==> src/rtl/ram_arbiter_pkg.sv <==
// ram_arbiter_pkg
// Shared definitions for the two-port RAM arbiter.
//   RW_READ / RW_WRITE : encoding of the RAM rw line (genram-style, 1 = read).
//   state_e            : arbiter FSM state encoding (2 bits).
package ram_arbiter_pkg;

  localparam logic RW_READ  = 1'b1;
  localparam logic RW_WRITE = 1'b0;

  typedef enum logic [1:0] {
    IDLE = 2'd0,
    ACC  = 2'd1,
    RESP = 2'd2
  } state_e;

endpackage

==> src/rtl/arb_rr2.sv <==
// arb_rr2
// Combinational two-way round-robin picker.
//   elig[1:0] : in  per-requester eligibility
//   last      : in  index of the most recent winner
//   valid     : out at least one requester is eligible
//   winner    : out index of the chosen requester (meaningful when valid)
module arb_rr2 (
  input  logic [1:0] elig,
  input  logic       last,
  output logic       valid,
  output logic       winner
);

  always_comb begin
    valid  = |elig;
    winner = 1'b0;
    if (elig == 2'b11) begin
      // Contention: the requester that did not win last time goes next.
      winner = ~last;
    end else begin
      winner = elig[1];
    end
  end

endmodule

==> src/rtl/ram_arbiter.sv <==
// ram_arbiter
// Shares one single-port synchronous RAM (registered read, rw=1 read /
// rw=0 write) between two requesters with round-robin arbitration.
// Each access is a request/acknowledge transaction lasting three cycles.
//   clk, rstn              : clock (rising edge), async active-low reset
//   req0/1, rw0/1          : request (held until ack), access type
//   addr0/1, din0/1        : address and write data, sampled at grant
//   ack0/1                 : one-cycle completion pulse
//   dout0/1                : read data, valid with ack and held afterwards
//   busy                   : FSM is not IDLE
//   ram_addr/ram_rw/ram_din: registered RAM control and write data
//   ram_dout               : RAM read data
module ram_arbiter
  import ram_arbiter_pkg::*;
#(
  parameter int AW = 9,
  parameter int DW = 12
) (
  input  logic          clk,
  input  logic          rstn,
  input  logic          req0,
  input  logic          req1,
  input  logic          rw0,
  input  logic          rw1,
  input  logic [AW-1:0] addr0,
  input  logic [AW-1:0] addr1,
  input  logic [DW-1:0] din0,
  input  logic [DW-1:0] din1,
  output logic          ack0,
  output logic          ack1,
  output logic [DW-1:0] dout0,
  output logic [DW-1:0] dout1,
  output logic          busy,
  output logic [AW-1:0] ram_addr,
  output logic          ram_rw,
  output logic [DW-1:0] ram_din,
  input  logic [DW-1:0] ram_dout
);

  state_e        state_q, state_d;
  logic          gnt_q, gnt_d;
  logic          last_q, last_d;
  logic          txn_rw_q, txn_rw_d;
  logic [AW-1:0] ram_addr_q, ram_addr_d;
  logic          ram_rw_q, ram_rw_d;
  logic [DW-1:0] ram_din_q, ram_din_d;
  logic [1:0]    ack_q, ack_d;
  logic [DW-1:0] dout0_q, dout0_d;
  logic [DW-1:0] dout1_q, dout1_d;

  logic [1:0]    elig;
  logic          pick_valid;
  logic          pick_winner;

  // A request still high during its own ack cycle must not be re-granted.
  assign elig = {req1 & ~ack_q[1], req0 & ~ack_q[0]};

  arb_rr2 u_arb_rr2 (
    .elig   (elig),
    .last   (last_q),
    .valid  (pick_valid),
    .winner (pick_winner)
  );

  always_comb begin
    state_d    = state_q;
    gnt_d      = gnt_q;
    last_d     = last_q;
    txn_rw_d   = txn_rw_q;
    ram_addr_d = ram_addr_q;
    ram_din_d  = ram_din_q;
    dout0_d    = dout0_q;
    dout1_d    = dout1_q;
    // rw defaults to read so the RAM only ever sees a write in the ACC cycle.
    ram_rw_d   = RW_READ;
    ack_d      = 2'b00;

    case (state_q)
      IDLE: begin
        if (pick_valid) begin
          gnt_d      = pick_winner;
          last_d     = pick_winner;
          ram_addr_d = pick_winner ? addr1 : addr0;
          ram_rw_d   = pick_winner ? rw1   : rw0;
          txn_rw_d   = pick_winner ? rw1   : rw0;
          ram_din_d  = pick_winner ? din1  : din0;
          state_d    = ACC;
        end
      end
      ACC: begin
        // The RAM performs the access on this edge; rw returns to read.
        state_d = RESP;
      end
      RESP: begin
        // ram_dout now holds the registered read of the ACC edge.
        if (txn_rw_q == RW_READ) begin
          if (gnt_q) dout1_d = ram_dout;
          else       dout0_d = ram_dout;
        end
        ack_d[gnt_q] = 1'b1;
        state_d      = IDLE;
      end
      default: begin
        state_d = IDLE;
      end
    endcase
  end

  always_ff @(posedge clk or negedge rstn) begin
    if (!rstn) begin
      state_q    <= IDLE;
      gnt_q      <= 1'b0;
      last_q     <= 1'b1;
      txn_rw_q   <= RW_READ;
      ram_addr_q <= '0;
      ram_rw_q   <= RW_READ;
      ram_din_q  <= '0;
      ack_q      <= 2'b00;
      dout0_q    <= '0;
      dout1_q    <= '0;
    end else begin
      state_q    <= state_d;
      gnt_q      <= gnt_d;
      last_q     <= last_d;
      txn_rw_q   <= txn_rw_d;
      ram_addr_q <= ram_addr_d;
      ram_rw_q   <= ram_rw_d;
      ram_din_q  <= ram_din_d;
      ack_q      <= ack_d;
      dout0_q    <= dout0_d;
      dout1_q    <= dout1_d;
    end
  end

  assign ack0     = ack_q[0];
  assign ack1     = ack_q[1];
  assign dout0    = dout0_q;
  assign dout1    = dout1_q;
  assign busy     = (state_q != IDLE);
  assign ram_addr = ram_addr_q;
  assign ram_rw   = ram_rw_q;
  assign ram_din  = ram_din_q;

endmodule

==> config.mk <==
export PLATFORM = sky130hd
export DESIGN_NAME = ram_arbiter
export DESIGN_NICKNAME = d
export VERILOG_FILES = /design/src/rtl/ram_arbiter_pkg.sv /design/src/rtl/arb_rr2.sv /design/src/rtl/ram_arbiter.sv
export SDC_FILE = /design/constraint.sdc
export NUM_CORES = 1
export LEC_CHECK = 0
export CAP_MARGIN = 20
export CORE_UTILIZATION = 44
export CTS_BUF_LIST = sky130_fd_sc_hd__clkbuf_8
export DETAILED_ROUTE_END_ITERATION = 12
export PLACE_DENSITY_LB_ADDON = 0.2
export SLEW_MARGIN = 20
export SYNTH_ARGS = -nofsm -noshare
export SYNTH_HDL_FRONTEND = slang
export SYNTH_SLANG_ARGS = --single-unit
==> constraint.sdc <==
create_clock -name clk -period 1.65 [get_ports clk]
set_input_delay 0.2475 -clock clk [delete_from_list [all_inputs] [get_ports clk]]
set_output_delay 0.2475 -clock clk [all_outputs]
set_load 0.05 [all_outputs]
==> summary.txt <==
Synth
  – Area leader, netlist: dfrtp_1
  – FF+latch count, synth: 53
  – Post-synthesis compound-gate area fraction: 23.75%
  – Synth Area in Adders: 0%
  – Synth Area in Simple Gates: 10.56%
  – Synth top area share: 47.13%
  – Mux contribution to synthesized area: 11.03%
  – Synth Instances: 203
  – Post-synth EDFFs: 0
  – Syn_nets: 263
  – Cell Area, Synth: ~2700 um2
  – Avg Inst Size Synth: 13.08 um2
  – Ys async rst share: 100.0%
  – Largest cells by area after synthesis: dfrtp_1, mux2_2, a2bb2oi_2, and3b_1, a221oi_1
  – Synth warnings: 0
  – Largest family of logic cells by synthesized area: compound AO/OA/AOI/OAI gates
  – Distinct cells, synth: 22
  – Ys flop type: dfrtp_1
  – Seq/Total Area, Yosys: 50.09%
  – XOR/XNOR share of the synthesized area: 0%

Critical path
  – Crit path capture type: output port
  – Worst Reg2Reg Path Length in Cells: 2
  – Critical Path Start Type: register
  – Critical path fanouts, max: 6
  – Critical Path RT: roughly 1.4 ns
  – Setup CP Type: register to output port
  – Crit path DAT: 1.34 ns

Cells and area
  – Area Growth Syn to Fin: 46.94%
  – Commonest non-fill, non-tap cell in the layout: buf_4
  – Final nets: 378
  – Final instance area: 3901 um2
  – Fillers: 440
  – Fin cells: between 300 and 400
  – Commonest cells after routing, fill and taps aside: buf_4, clkdlybuf4s50_1, dfrtp_1
  – Area of the multi-input gates: 1206 um2
  – Seq. cell area: 1330 um2
  – Layout Utilization: between 60% and 70%
  – Ratio of cells with drive above 1 in the final layout: 41.07%
  – Ant diodes: 0

Floorplan
  – Die area: 6349 um2
  – Starting density of the core: 46.78%
  – Die Ht: around 80 um
  – Core area: 5675 um2
  – Num rows: 27
  – Io pins: about 110
  – DIE WIDTH: 79.68 um

Power and ir drop
  – Switching Fraction: 48.08%
  – Internal power: 0.004596 W
  – P_sw: about 0.0043 W
  – Sequential share of power: 27.2%
  – Leakage power: roughly 1.7 nW
  – Comb power frac: 64.2%
  – VDD IR max: approximately 0.0016 V
  – Clock share of power: 8.6%
  – PwrDens: 2269 nW/um2

CTS
  – CTS tree: yes
  – Total clock buffers created by CTS: 5
  – Clk Latency, worst-skew pair: 0.30 ns
  – CTS root buffer: clkbuf_8
  – Clock sinks: between 50 and 60
  – Number of setup buffers added after CTS: 0
  – Worst-path clk slew: roughly 0.090 ns
  – H-tree depth: 2
  – Clk buf depth: 2

STA
  – Achievable frequency: 0.6299 GHz
  – Final number of setup-violating endpoints: 0
  – Final setup margin: roughly 0.063 ns
  – Rel. slew slack: 74.30%
  – Pins Over Slew Limit: 0
  – Min Clock Period, post-route: 1.587 ns
  – Worst-margin pin slew: just under 0.4 ns
  – RSZ-0062 raised after global routing: false
  – Final Hold Viols: 0
  – Clk_skew: 0.004180 ns
  – Hold Worst Slack: 0.3720 ns
  – Final worst path period share: 96.21%

Global route
  – Vias in the first global route: around 2,200
  – First-pass GRT wire length: 10,640 um
  – GR Overflow Total: 0
  – Largest net degree at the start of global routing: 24
  – Total track usage: 21.91%
  – Initial antenna violation count: 0

Routing
  – Final ANT Viol Nets: 0
  – Drt pass-1 iters: 4
  – Vias: about 2,200
  – Initial DRC Count: 65
  – WL/cell: between 15 and 20 um
  – Routed wire length: 6570 um
  – Via-per-instance ratio: 5.611
  – DRC violations left: 0

Place
  – Post-DP HPWL: 4942 um
  – Final RePlAce weighted congestion: 0.7550
  – IO buf count: 108
  – Area post-placement: between 3000 and 4000 um2
  – Dpl ws: -0.09269 ns
  – Dpl cells: roughly 380

Run status
  – Status: finished, final reports clean

Min path
  – HP Class: primary input to asynchronous set/reset pin

Run
  – Max-cap violations: 0
==> final timing paths <==
check | from | endpoint | slack [ns]
worst min register to register | gnt_q | ack_q[0] | 0.51
min in group clk | din0[2] | ram_din[2] | 0.50
worst max register to register | txn_rw_q | dout0[8] | 0.12
max in group asynchronous | rstn | last_q | 0.72
worst min-delay path | rstn | ram_addr[2] | 0.37
worst max-delay path | state_q[1] | busy | 0.06
==> cells in the mapped netlist (2+ instances only) <==
cell	number
dfrtp_1	50
mux2_2	26
and3b_1	24
a221oi_1	22
o21ai_0	22
a2bb2oi_2	19
clkbuf_1	12
buf_2	7
a2bb2oi_1	3
buf_6	3
dfstp_2	3
nand2b_1	2
==> power by group through the flow <==
stage	logic (W)	clock network, W	registers [W]
6_report	0.00568	0.000762	0.00240
4_1_cts	0.00572	0.000780	0.00241
5_1_grt	0.00596	0.000851	0.00250
3_3_place_gp	0.00561	0	0.00241
2_1_floorplan	0.00195	0	0.00443
3_5_place_dp	0.00570	0	0.00244
==> worst max-delay path, stage by stage (launching register included) <==
cell	delay [ns]
dfrtp_1	0.43
or2_4	0.30
buf_4	0.17
buf_12	0.14
==> metal layers <==
layer  up-vias  share of wire [%]  track usage (%)  wire, um
met5         -                  0                0         0
met4         0                1.2            6.545        78
met3         4                7.5            5.714       496
met2        90                 50            37.01      3287
met1      1090                 41            27.31      2708
li1       1010                  -                -         -
==> through the flow <==
stage,power (W),setup TNS [ns]
3_3_place_gp,0.008019,-0.2573
3_5_place_dp,0.008139,-0.8730
2_1_floorplan,0.006372,0
5_1_grt,0.009306,0
4_1_cts,0.008915,0
6_report,0.008851,0
==> cell type report <==
| class | count | share of cell area [%] |
|---|---|---|
| clock buffer | 6 | 2.117 |
| sequential | 53 | 34.09 |
| clock inverter | 2 | 0.3528 |
| tap | 72 | 2.309 |
| multi-input combinational | 127 | 30.92 |
| timing repair buffer | 131 | 30.21 |
==> flip-flops by register name, summed over array words and instances (netlist names) <==
| name | flops |
|---|---|
| gnt_q | 1 |
| ack_q | 2 |
| ram_rw | 1 |
| dout1 | 12 |
| ram_addr | 9 |
| dout0 | 12 |
| ram_din | 12 |
| txn_rw_q | 1 |
| state_q | 2 |
| last_q | 1 |
==> cells by family (layout without fill, tap and decap cells) <==
kind of cell | after synthesis | after routing
AND/OR/NAND/NOR | 34 | 34
AO/OA/AOI/OAI | 67 | 67
multiplexers | 26 | 26
flip-flops | 53 | 53
buffers and inverters | 23 | 139
==> timing repair <==
item	in CTS	in global routing
hold endpoints to repair	11	0
setup endpoints to repair	1	0
gates resized for setup	1	0
hold buffers	1	0
Power figures use the tool's default switching activity.
